`config.mk`:
```
export PLATFORM = sky130hd
export DESIGN_NAME = alu_exec_mc
export DESIGN_NICKNAME = d
export VERILOG_FILES = /design/src/rtl/alu_pkg.sv /design/src/rtl/alu_decode.sv /design/src/rtl/alu_exec_mc.sv
export SDC_FILE = /design/constraint.sdc
export NUM_CORES = 1
export LEC_CHECK = 0
export ABC_AREA = 1
export BUFFER_PORTS_ARGS = -buffer_cell sky130_fd_sc_hd__buf_2
export CELL_PAD_IN_SITES_DETAIL_PLACEMENT = 1
export CELL_PAD_IN_SITES_GLOBAL_PLACEMENT = 2
export CORE_MARGIN = 2
export CORE_UTILIZATION = 30
export CTS_CLUSTER_DIAMETER = 100
export CTS_CLUSTER_SIZE = 16
export DETAILED_ROUTE_END_ITERATION = 8
export PLACE_DENSITY = 0.74
export SLEW_MARGIN = 15
export SYNTH_ARGS = -nofsm -noshare
export SYNTH_HDL_FRONTEND = slang
export SYNTH_SLANG_ARGS = --single-unit
```
`constraint.sdc`:
```
create_clock -name clk -period 4.8 [get_ports clk]
set_input_delay 0.72 -clock clk [delete_from_list [all_inputs] [get_ports clk]]
set_output_delay 0.72 -clock clk [all_outputs]
set_load 0.02 [all_outputs]
```
`src/rtl/alu_pkg.sv`:
```
// Shared encodings for the multi-cycle ALU: internal op codes, FSM states and
// the opcode-field constants produced by the CPU main control.
package alu_pkg;

    typedef enum logic [3:0] {
        OP_ADD,
        OP_SUB,
        OP_SLT,
        OP_AND,
        OP_OR,
        OP_XOR,
        OP_SLL,
        OP_SRL,
        OP_SRA,
        OP_MUL,
        OP_ILL
    } op_e;

    typedef enum logic [1:0] {
        ST_IDLE,
        ST_SHIFT,
        ST_MUL,
        ST_DONE
    } state_e;

    localparam logic [1:0] ALUOP_ADD    = 2'b00;
    localparam logic [1:0] ALUOP_BRANCH = 2'b01;
    localparam logic [1:0] ALUOP_RTYPE  = 2'b10;
    localparam logic [1:0] ALUOP_NONE   = 2'b11;

    localparam logic [6:0] F7_BASE   = 7'b0000000;
    localparam logic [6:0] F7_ALT    = 7'b0100000;
    localparam logic [6:0] F7_MULDIV = 7'b0000001;

endpackage

```
`src/rtl/alu_decode.sv`:
```
// Combinational opcode-field decoder shared across cores: maps the main-control
// aluop/func7/func3 fields onto an internal op code, flagging undecodable ops.
module alu_decode
    import alu_pkg::*;
#(
    parameter bit MUL_EN = 1'b1
) (
    input  logic [1:0] aluop,
    input  logic [6:0] func7,
    input  logic [2:0] func3,
    output op_e        op_c,
    output logic       illegal_c
);

    always_comb begin
        op_c = OP_ILL;
        case (aluop)
            ALUOP_ADD: op_c = OP_ADD;
            ALUOP_BRANCH: begin
                case (func3)
                    3'b000:  op_c = OP_SUB;
                    3'b101:  op_c = OP_SLT;
                    default: op_c = OP_ILL;
                endcase
            end
            ALUOP_RTYPE: begin
                case (func7)
                    F7_BASE: begin
                        case (func3)
                            3'b000:  op_c = OP_ADD;
                            3'b001:  op_c = OP_SLL;
                            3'b010:  op_c = OP_SLT;
                            3'b100:  op_c = OP_XOR;
                            3'b101:  op_c = OP_SRL;
                            3'b110:  op_c = OP_OR;
                            3'b111:  op_c = OP_AND;
                            default: op_c = OP_ILL;
                        endcase
                    end
                    F7_ALT: begin
                        case (func3)
                            3'b000:  op_c = OP_SUB;
                            3'b101:  op_c = OP_SRA;
                            default: op_c = OP_ILL;
                        endcase
                    end
                    F7_MULDIV: begin
                        if (MUL_EN && (func3 == 3'b000)) begin
                            op_c = OP_MUL;
                        end
                    end
                    default: op_c = OP_ILL;
                endcase
            end
            default: op_c = OP_ILL;
        endcase
        illegal_c = (op_c == OP_ILL);
    end

endmodule

```
`src/rtl/alu_exec_mc.sv`:
```
// Multi-cycle ALU execute stage: single-cycle arithmetic/logic, bit-serial
// shifts and shift-add multiply behind a valid/ready request/response pair.
module alu_exec_mc
    import alu_pkg::*;
#(
    parameter int unsigned XLEN   = 32,
    parameter bit          MUL_EN = 1'b1
) (
    input  logic            clk,
    input  logic            rst,
    input  logic            in_valid,
    output logic            in_ready,
    input  logic [1:0]      aluop,
    input  logic [6:0]      func7,
    input  logic [2:0]      func3,
    input  logic [XLEN-1:0] op_a,
    input  logic [XLEN-1:0] op_b,
    output logic            out_valid,
    input  logic            out_ready,
    output logic [XLEN-1:0] result,
    output logic            zero,
    output logic            illegal,
    output logic            busy
);

    localparam int unsigned SHW = $clog2(XLEN);
    localparam int unsigned CW  = SHW + 1;

    op_e             dec_op;
    logic            dec_ill;
    state_e          state, state_nxt;
    op_e             op_q, op_nxt;
    logic [XLEN-1:0] acc, acc_nxt;
    logic [XLEN-1:0] mcand, mcand_nxt;
    logic [XLEN-1:0] mplier, mplier_nxt;
    logic [XLEN-1:0] result_nxt;
    logic [XLEN-1:0] single, shifted, mac;
    logic [CW-1:0]   cnt, cnt_nxt;
    logic [SHW-1:0]  shamt;
    logic            zero_nxt, illegal_nxt;

    alu_decode #(.MUL_EN(MUL_EN)) u_decode (
        .aluop     (aluop),
        .func7     (func7),
        .func3     (func3),
        .op_c      (dec_op),
        .illegal_c (dec_ill)
    );

    assign shamt = op_b[SHW-1:0];
    assign mac   = mplier[0] ? (acc + mcand) : acc;

    // Single-step result, taken straight from the request operands at accept
    always_comb begin
        single = '0;
        case (dec_op)
            OP_ADD:  single = op_a + op_b;
            OP_SUB:  single = op_a - op_b;
            OP_SLT:  single = XLEN'($signed(op_a) < $signed(op_b));
            OP_AND:  single = op_a & op_b;
            OP_OR:   single = op_a | op_b;
            OP_XOR:  single = op_a ^ op_b;
            default: single = '0;
        endcase
    end

    always_comb begin
        shifted = acc;
        case (op_q)
            OP_SLL:  shifted = acc << 1;
            OP_SRL:  shifted = acc >> 1;
            OP_SRA:  shifted = {acc[XLEN-1], acc[XLEN-1:1]};
            default: shifted = acc;
        endcase
    end

    // Next-state and datapath update
    always_comb begin
        state_nxt   = state;
        op_nxt      = op_q;
        acc_nxt     = acc;
        mcand_nxt   = mcand;
        mplier_nxt  = mplier;
        cnt_nxt     = cnt;
        result_nxt  = result;
        zero_nxt    = zero;
        illegal_nxt = illegal;
        case (state)
            ST_IDLE: begin
                if (in_valid) begin
                    op_nxt      = dec_op;
                    illegal_nxt = dec_ill;
                    case (dec_op)
                        OP_SLL, OP_SRL, OP_SRA: begin
                            acc_nxt = op_a;
                            cnt_nxt = CW'(shamt);
                            if (shamt == '0) begin
                                result_nxt = op_a;
                                zero_nxt   = (op_a == '0);
                                state_nxt  = ST_DONE;
                            end else begin
                                state_nxt = ST_SHIFT;
                            end
                        end
                        OP_MUL: begin
                            acc_nxt    = '0;
                            mcand_nxt  = op_a;
                            mplier_nxt = op_b;
                            cnt_nxt    = CW'(XLEN);
                            state_nxt  = ST_MUL;
                        end
                        default: begin
                            result_nxt = single;
                            zero_nxt   = (single == '0);
                            state_nxt  = ST_DONE;
                        end
                    endcase
                end
            end
            ST_SHIFT: begin
                acc_nxt = shifted;
                cnt_nxt = cnt - CW'(1);
                if (cnt == CW'(1)) begin
                    result_nxt = shifted;
                    zero_nxt   = (shifted == '0);
                    state_nxt  = ST_DONE;
                end
            end
            ST_MUL: begin
                acc_nxt    = mac;
                mcand_nxt  = mcand << 1;
                mplier_nxt = mplier >> 1;
                cnt_nxt    = cnt - CW'(1);
                if (cnt == CW'(1)) begin
                    result_nxt = mac;
                    zero_nxt   = (mac == '0);
                    state_nxt  = ST_DONE;
                end
            end
            ST_DONE: begin
                if (out_ready) begin
                    state_nxt = ST_IDLE;
                end
            end
            default: state_nxt = ST_IDLE;
        endcase
    end

    always_ff @(posedge clk or posedge rst) begin
        if (rst) begin
            state <= ST_IDLE;
        end else begin
            state <= state_nxt;
        end
    end

    // Datapath registers and registered handshake flags
    always_ff @(posedge clk or posedge rst) begin
        if (rst) begin
            op_q      <= OP_ADD;
            acc       <= '0;
            mcand     <= '0;
            mplier    <= '0;
            cnt       <= '0;
            result    <= '0;
            zero      <= 1'b0;
            illegal   <= 1'b0;
            in_ready  <= 1'b1;
            out_valid <= 1'b0;
            busy      <= 1'b0;
        end else begin
            op_q      <= op_nxt;
            acc       <= acc_nxt;
            mcand     <= mcand_nxt;
            mplier    <= mplier_nxt;
            cnt       <= cnt_nxt;
            result    <= result_nxt;
            zero      <= zero_nxt;
            illegal   <= illegal_nxt;
            in_ready  <= (state_nxt == ST_IDLE);
            out_valid <= (state_nxt == ST_DONE);
            busy      <= (state_nxt != ST_IDLE);
        end
    end

endmodule

```
==> results.tsv <==
metric	value	unit
netSwitchingFraction	58.0	%
reported_leakage_power	9.92	nW
skew	0.0142	ns
synth_seq_cells	145	
drt_iter0_markers	1290	
cts_tree	built	
numPortBuffers	116	
grt_antenna_before_repair	0	
drc	0	
asyncSetResetFlopFracSynth	100	%
drt_first_pass_iters	5	
die_area	60100	um^2
switchingPower	6.79	mW
avgSynthCellArea	5.86	um^2
core_area	57600	um^2
hold_class	in -> async	
postCtsSetupBuffers	0	
worst_skew_pair.late_latency	0.49	ns
cts_buffer_depth	2	
synth.yosys.seq_area_share	20.8	%
reg2regPathDepth	12	
seqPwrFrac	20.2	%
end_kind	flip-flop	
syn_to_final_growth	10.8	%
power.density	607	nW/um^2
htreeDepth	4	
setup_viol_count_final	0	
p_comb_share	67.8	%
nNetsFinal	3236	
routed_via_density	5.30	
run_status	finished, final reports clean	
grt_setup_unrepaired	false	
ys_warn_count	0	
setup.reg_to_reg.worst_slack	1.48	ns
ant_nets	0	
num_vias	20146	
crit_fanout	7	
worstMarginPinSlew	1.19	ns
finalCoreUtilization	33.6	%
synth_edf_count	0	
initial_utilization	30.3	%
worst_r2r_endpoint	acc[2]$_DFFE_PP0P_	
fp-row-count	88	
max_cap_viol_count	0	
postSynthCellCount	2974	
ctsHoldBuffers	0	
max_freq	0.253	GHz
wl	86400	um
worst_ir_drop_vdd	0.290	mV
net_count_after_synthesis	3190	
clk_pin_slew	0.08	ns
fp.dieW	245	um
finalMaxSlewViolations	0	
dp_hpwl	71700	um
criticalPathCategory	in -> reg	
post_synth_num_cell_types	46	
pin_count_of_the_biggest_net_entering_global_routing	93	
power_report.internal_total	4.93	mW
critical_path.startpoint_type	input port	
sinks_on_clock_net	145	
setup_total_negative_slack	0	ns
critical_path.reg2reg.startpoint	op_q[0]$_DFFE_PP0P_	
place.gp.congestion	0.940	
ys_dominant_reg_cell	sky130_fd_sc_hd__dfrtp_1	
fin_crit_sh	82.3	%
worst_slew_margin_rel	19.9	%
pin_count	117	
grt.total_usage	28.7	%
timing.final.crit_period	3.95	ns
cts_buffers	17	
finalHoldViolations	0	
clock-root-buffer	sky130_fd_sc_hd__clkbuf_16	
grt_first_pass_wirelength	130000	um
chipHeight	245	um
grt-ovfl-total	0	
share_of_post_route_cells_with_drive_strength_above_1	7.35	%
critPathArrivalTime	4.37	ns
worstPathRequired	5.22	ns
syn-cell-area	17400	um^2
cts_resized	0	
grt_pass1_vias	20787	
clock_power_share	12.0	%
routedWlPerCell	22.7	um
[cell families (layout without fill, tap and decap cells)]
group	count (synthesis)	after routing	share of synthesized area [%]
adder cells (fa/ha/maj)	136	136	9.89
AND/OR/NAND/NOR	1541	1541	36.7
buffers and inverters	557	616	12.6
AO/OA/AOI/OAI	562	562	18.4
other	0	1	0
flip-flops	145	145	20.8
XOR/XNOR	33	33	1.66
[layout make-up]
type	count	area (um^2)
fillers	7692	38300
multi-input cells	2272	11700
flip-flops and latches	145	3630
inverters	435	1640
well taps	765	957
repair buffers	149	853
clock buffers	17	425
clock inverters	15	163
diodes	1	2.50
[flip-flops by register name, summed over array words and instances (netlist names)]
| signal | count |
|---|---|
| acc | 32 |
| mcand | 32 |
| mplier | 32 |
| result | 32 |
| cnt | 6 |
| op_q | 4 |
| state | 2 |
| busy | 1 |
| illegal | 1 |
| in_ready | 1 |
| out_valid | 1 |
| zero | 1 |
[synthesized netlist by cell type (4+ instances only)]
cell                       number  share of area [%]
sky130_fd_sc_hd__nor2_2         8               0.29
sky130_fd_sc_hd__o21ai_1        6               0.17
sky130_fd_sc_hd__o21bai_1       8               0.34
sky130_fd_sc_hd__clkbuf_1      59                1.3
sky130_fd_sc_hd__or2_2          6               0.22
sky130_fd_sc_hd__nor3_1        29               0.83
sky130_fd_sc_hd__nor2_1       367                7.9
sky130_fd_sc_hd__o21a_1        11               0.47
sky130_fd_sc_hd__inv_1        422                9.1
sky130_fd_sc_hd__buf_2         45                1.3
sky130_fd_sc_hd__xnor2_1        6               0.30
sky130_fd_sc_hd__o21ai_0      208                6.0
sky130_fd_sc_hd__nand3_1      224                6.4
sky130_fd_sc_hd__nand3b_1       9               0.39
sky130_fd_sc_hd__a22oi_1       15               0.65
sky130_fd_sc_hd__o211ai_1      60                2.6
sky130_fd_sc_hd__nand2_2        4               0.14
sky130_fd_sc_hd__dfrtp_1      144                 21
sky130_fd_sc_hd__nand4_1       51                1.8
sky130_fd_sc_hd__ha_1         133                9.5
sky130_fd_sc_hd__buf_1          9               0.19
sky130_fd_sc_hd__buf_4          7               0.30
sky130_fd_sc_hd__o22ai_1       43                1.5
sky130_fd_sc_hd__a31oi_1       56                2.0
sky130_fd_sc_hd__a21o_1         7               0.30
sky130_fd_sc_hd__inv_2         11               0.24
sky130_fd_sc_hd__xor2_1        27                1.4
sky130_fd_sc_hd__a21oi_1      143                4.1
sky130_fd_sc_hd__nand2_1      822                 18
sky130_fd_sc_hd__nor4_1        11               0.39
[routing by layer]
| layer | part of all wire, % | GRT usage (%) |
|---|---|---|
| met5 | 0 | 0 |
| met3 | 2.8 | 2.24 |
| met2 | 48 | 48.8 |
| met4 | 3.5 | 10.6 |
| met1 | 46 | 37.8 |
[cell usage in the layout, fill, tap and decap left out, drive strengths merged, types with 15 or more instances in the layout]
cell    count
a21oi     144
a22oi      15
a31oi      56
buf       149
clkbuf     17
dfrtp     144
ha        133
inv       443
nand2     828
nand3     225
nand4      51
nor2      378
nor3       30
o211ai     60
o21ai     214
o22ai      43
xor2       27
[worst max-delay path by stage]
stage	from	end	slack (ns)	depth (start not counted)
after floorplan	rst	acc[0]$_DFFE_PP0P_	0.19	1
after global placement	op_a[1]	zero$_DFFE_PP0P_	0.35	24
after detailed placement	op_a[1]	zero$_DFFE_PP0P_	0.42	24
after CTS	op_a[1]	zero$_DFFE_PP0P_	0.92	24
after global routing	op_a[0]	zero$_DFFE_PP0P_	0.69	25
final	op_a[1]	zero$_DFFE_PP0P_	0.85	24
[worst max-delay path: stages]
cell	delay (ns)
sky130_fd_sc_hd__buf_2	0.30
sky130_fd_sc_hd__inv_1	0.23
sky130_fd_sc_hd__fa_1	0.50
sky130_fd_sc_hd__inv_1	0.13
sky130_fd_sc_hd__nand2_1	0.09
sky130_fd_sc_hd__o21ai_1	0.36
sky130_fd_sc_hd__nand2_1	0.11
sky130_fd_sc_hd__nand2_1	0.18
sky130_fd_sc_hd__nand2_1	0.10
sky130_fd_sc_hd__nand2_1	0.15
sky130_fd_sc_hd__nand2_1	0.12
sky130_fd_sc_hd__nand2_1	0.08
sky130_fd_sc_hd__nand2_1	0.05
sky130_fd_sc_hd__nand2_1	0.22
sky130_fd_sc_hd__nor2_1	0.09
sky130_fd_sc_hd__nor2_1	0.17
sky130_fd_sc_hd__nand2_1	0.21
sky130_fd_sc_hd__nor2_1	0.14
sky130_fd_sc_hd__nand3_1	0.08
sky130_fd_sc_hd__nor2_1	0.10
sky130_fd_sc_hd__nand2_1	0.06
sky130_fd_sc_hd__nand2_1	0.06
sky130_fd_sc_hd__nand2_1	0.05
sky130_fd_sc_hd__nand2_1	0.05
[power by group through the flow]
stage / logic [mW] / clock network [mW] / registers (mW)
5_1_grt: 8.91 / 1.48 / 2.42
2_1_floorplan: 5.30 / 0 / 2.33
6_report: 7.95 / 1.41 / 2.36
3_3_place_gp: 7.71 / 0 / 2.36
3_5_place_dp: 7.87 / 0 / 2.37
4_1_cts: 7.91 / 1.43 / 2.35
[stage by stage]
step / instance area (um^2) / instances / setup slack (ns) / hold WS [ns] / power [mW]
after global routing: 19300 / 3798 / 0.689 / 0.320 / 12.8
final: 19300 / 3799 / 0.849 / 0.290 / 11.7
after CTS: 19300 / 3798 / 0.918 / 0.299 / 11.7
after detailed placement: 18700 / 3766 / 0.418 / 0.474 / 10.2
after floorplan: 17400 / 2974 / 0.187 / 0.475 / 7.63
after global placement: 18700 / 3766 / 0.352 / 0.492 / 10.1
Power figures use the tool's default switching activity.
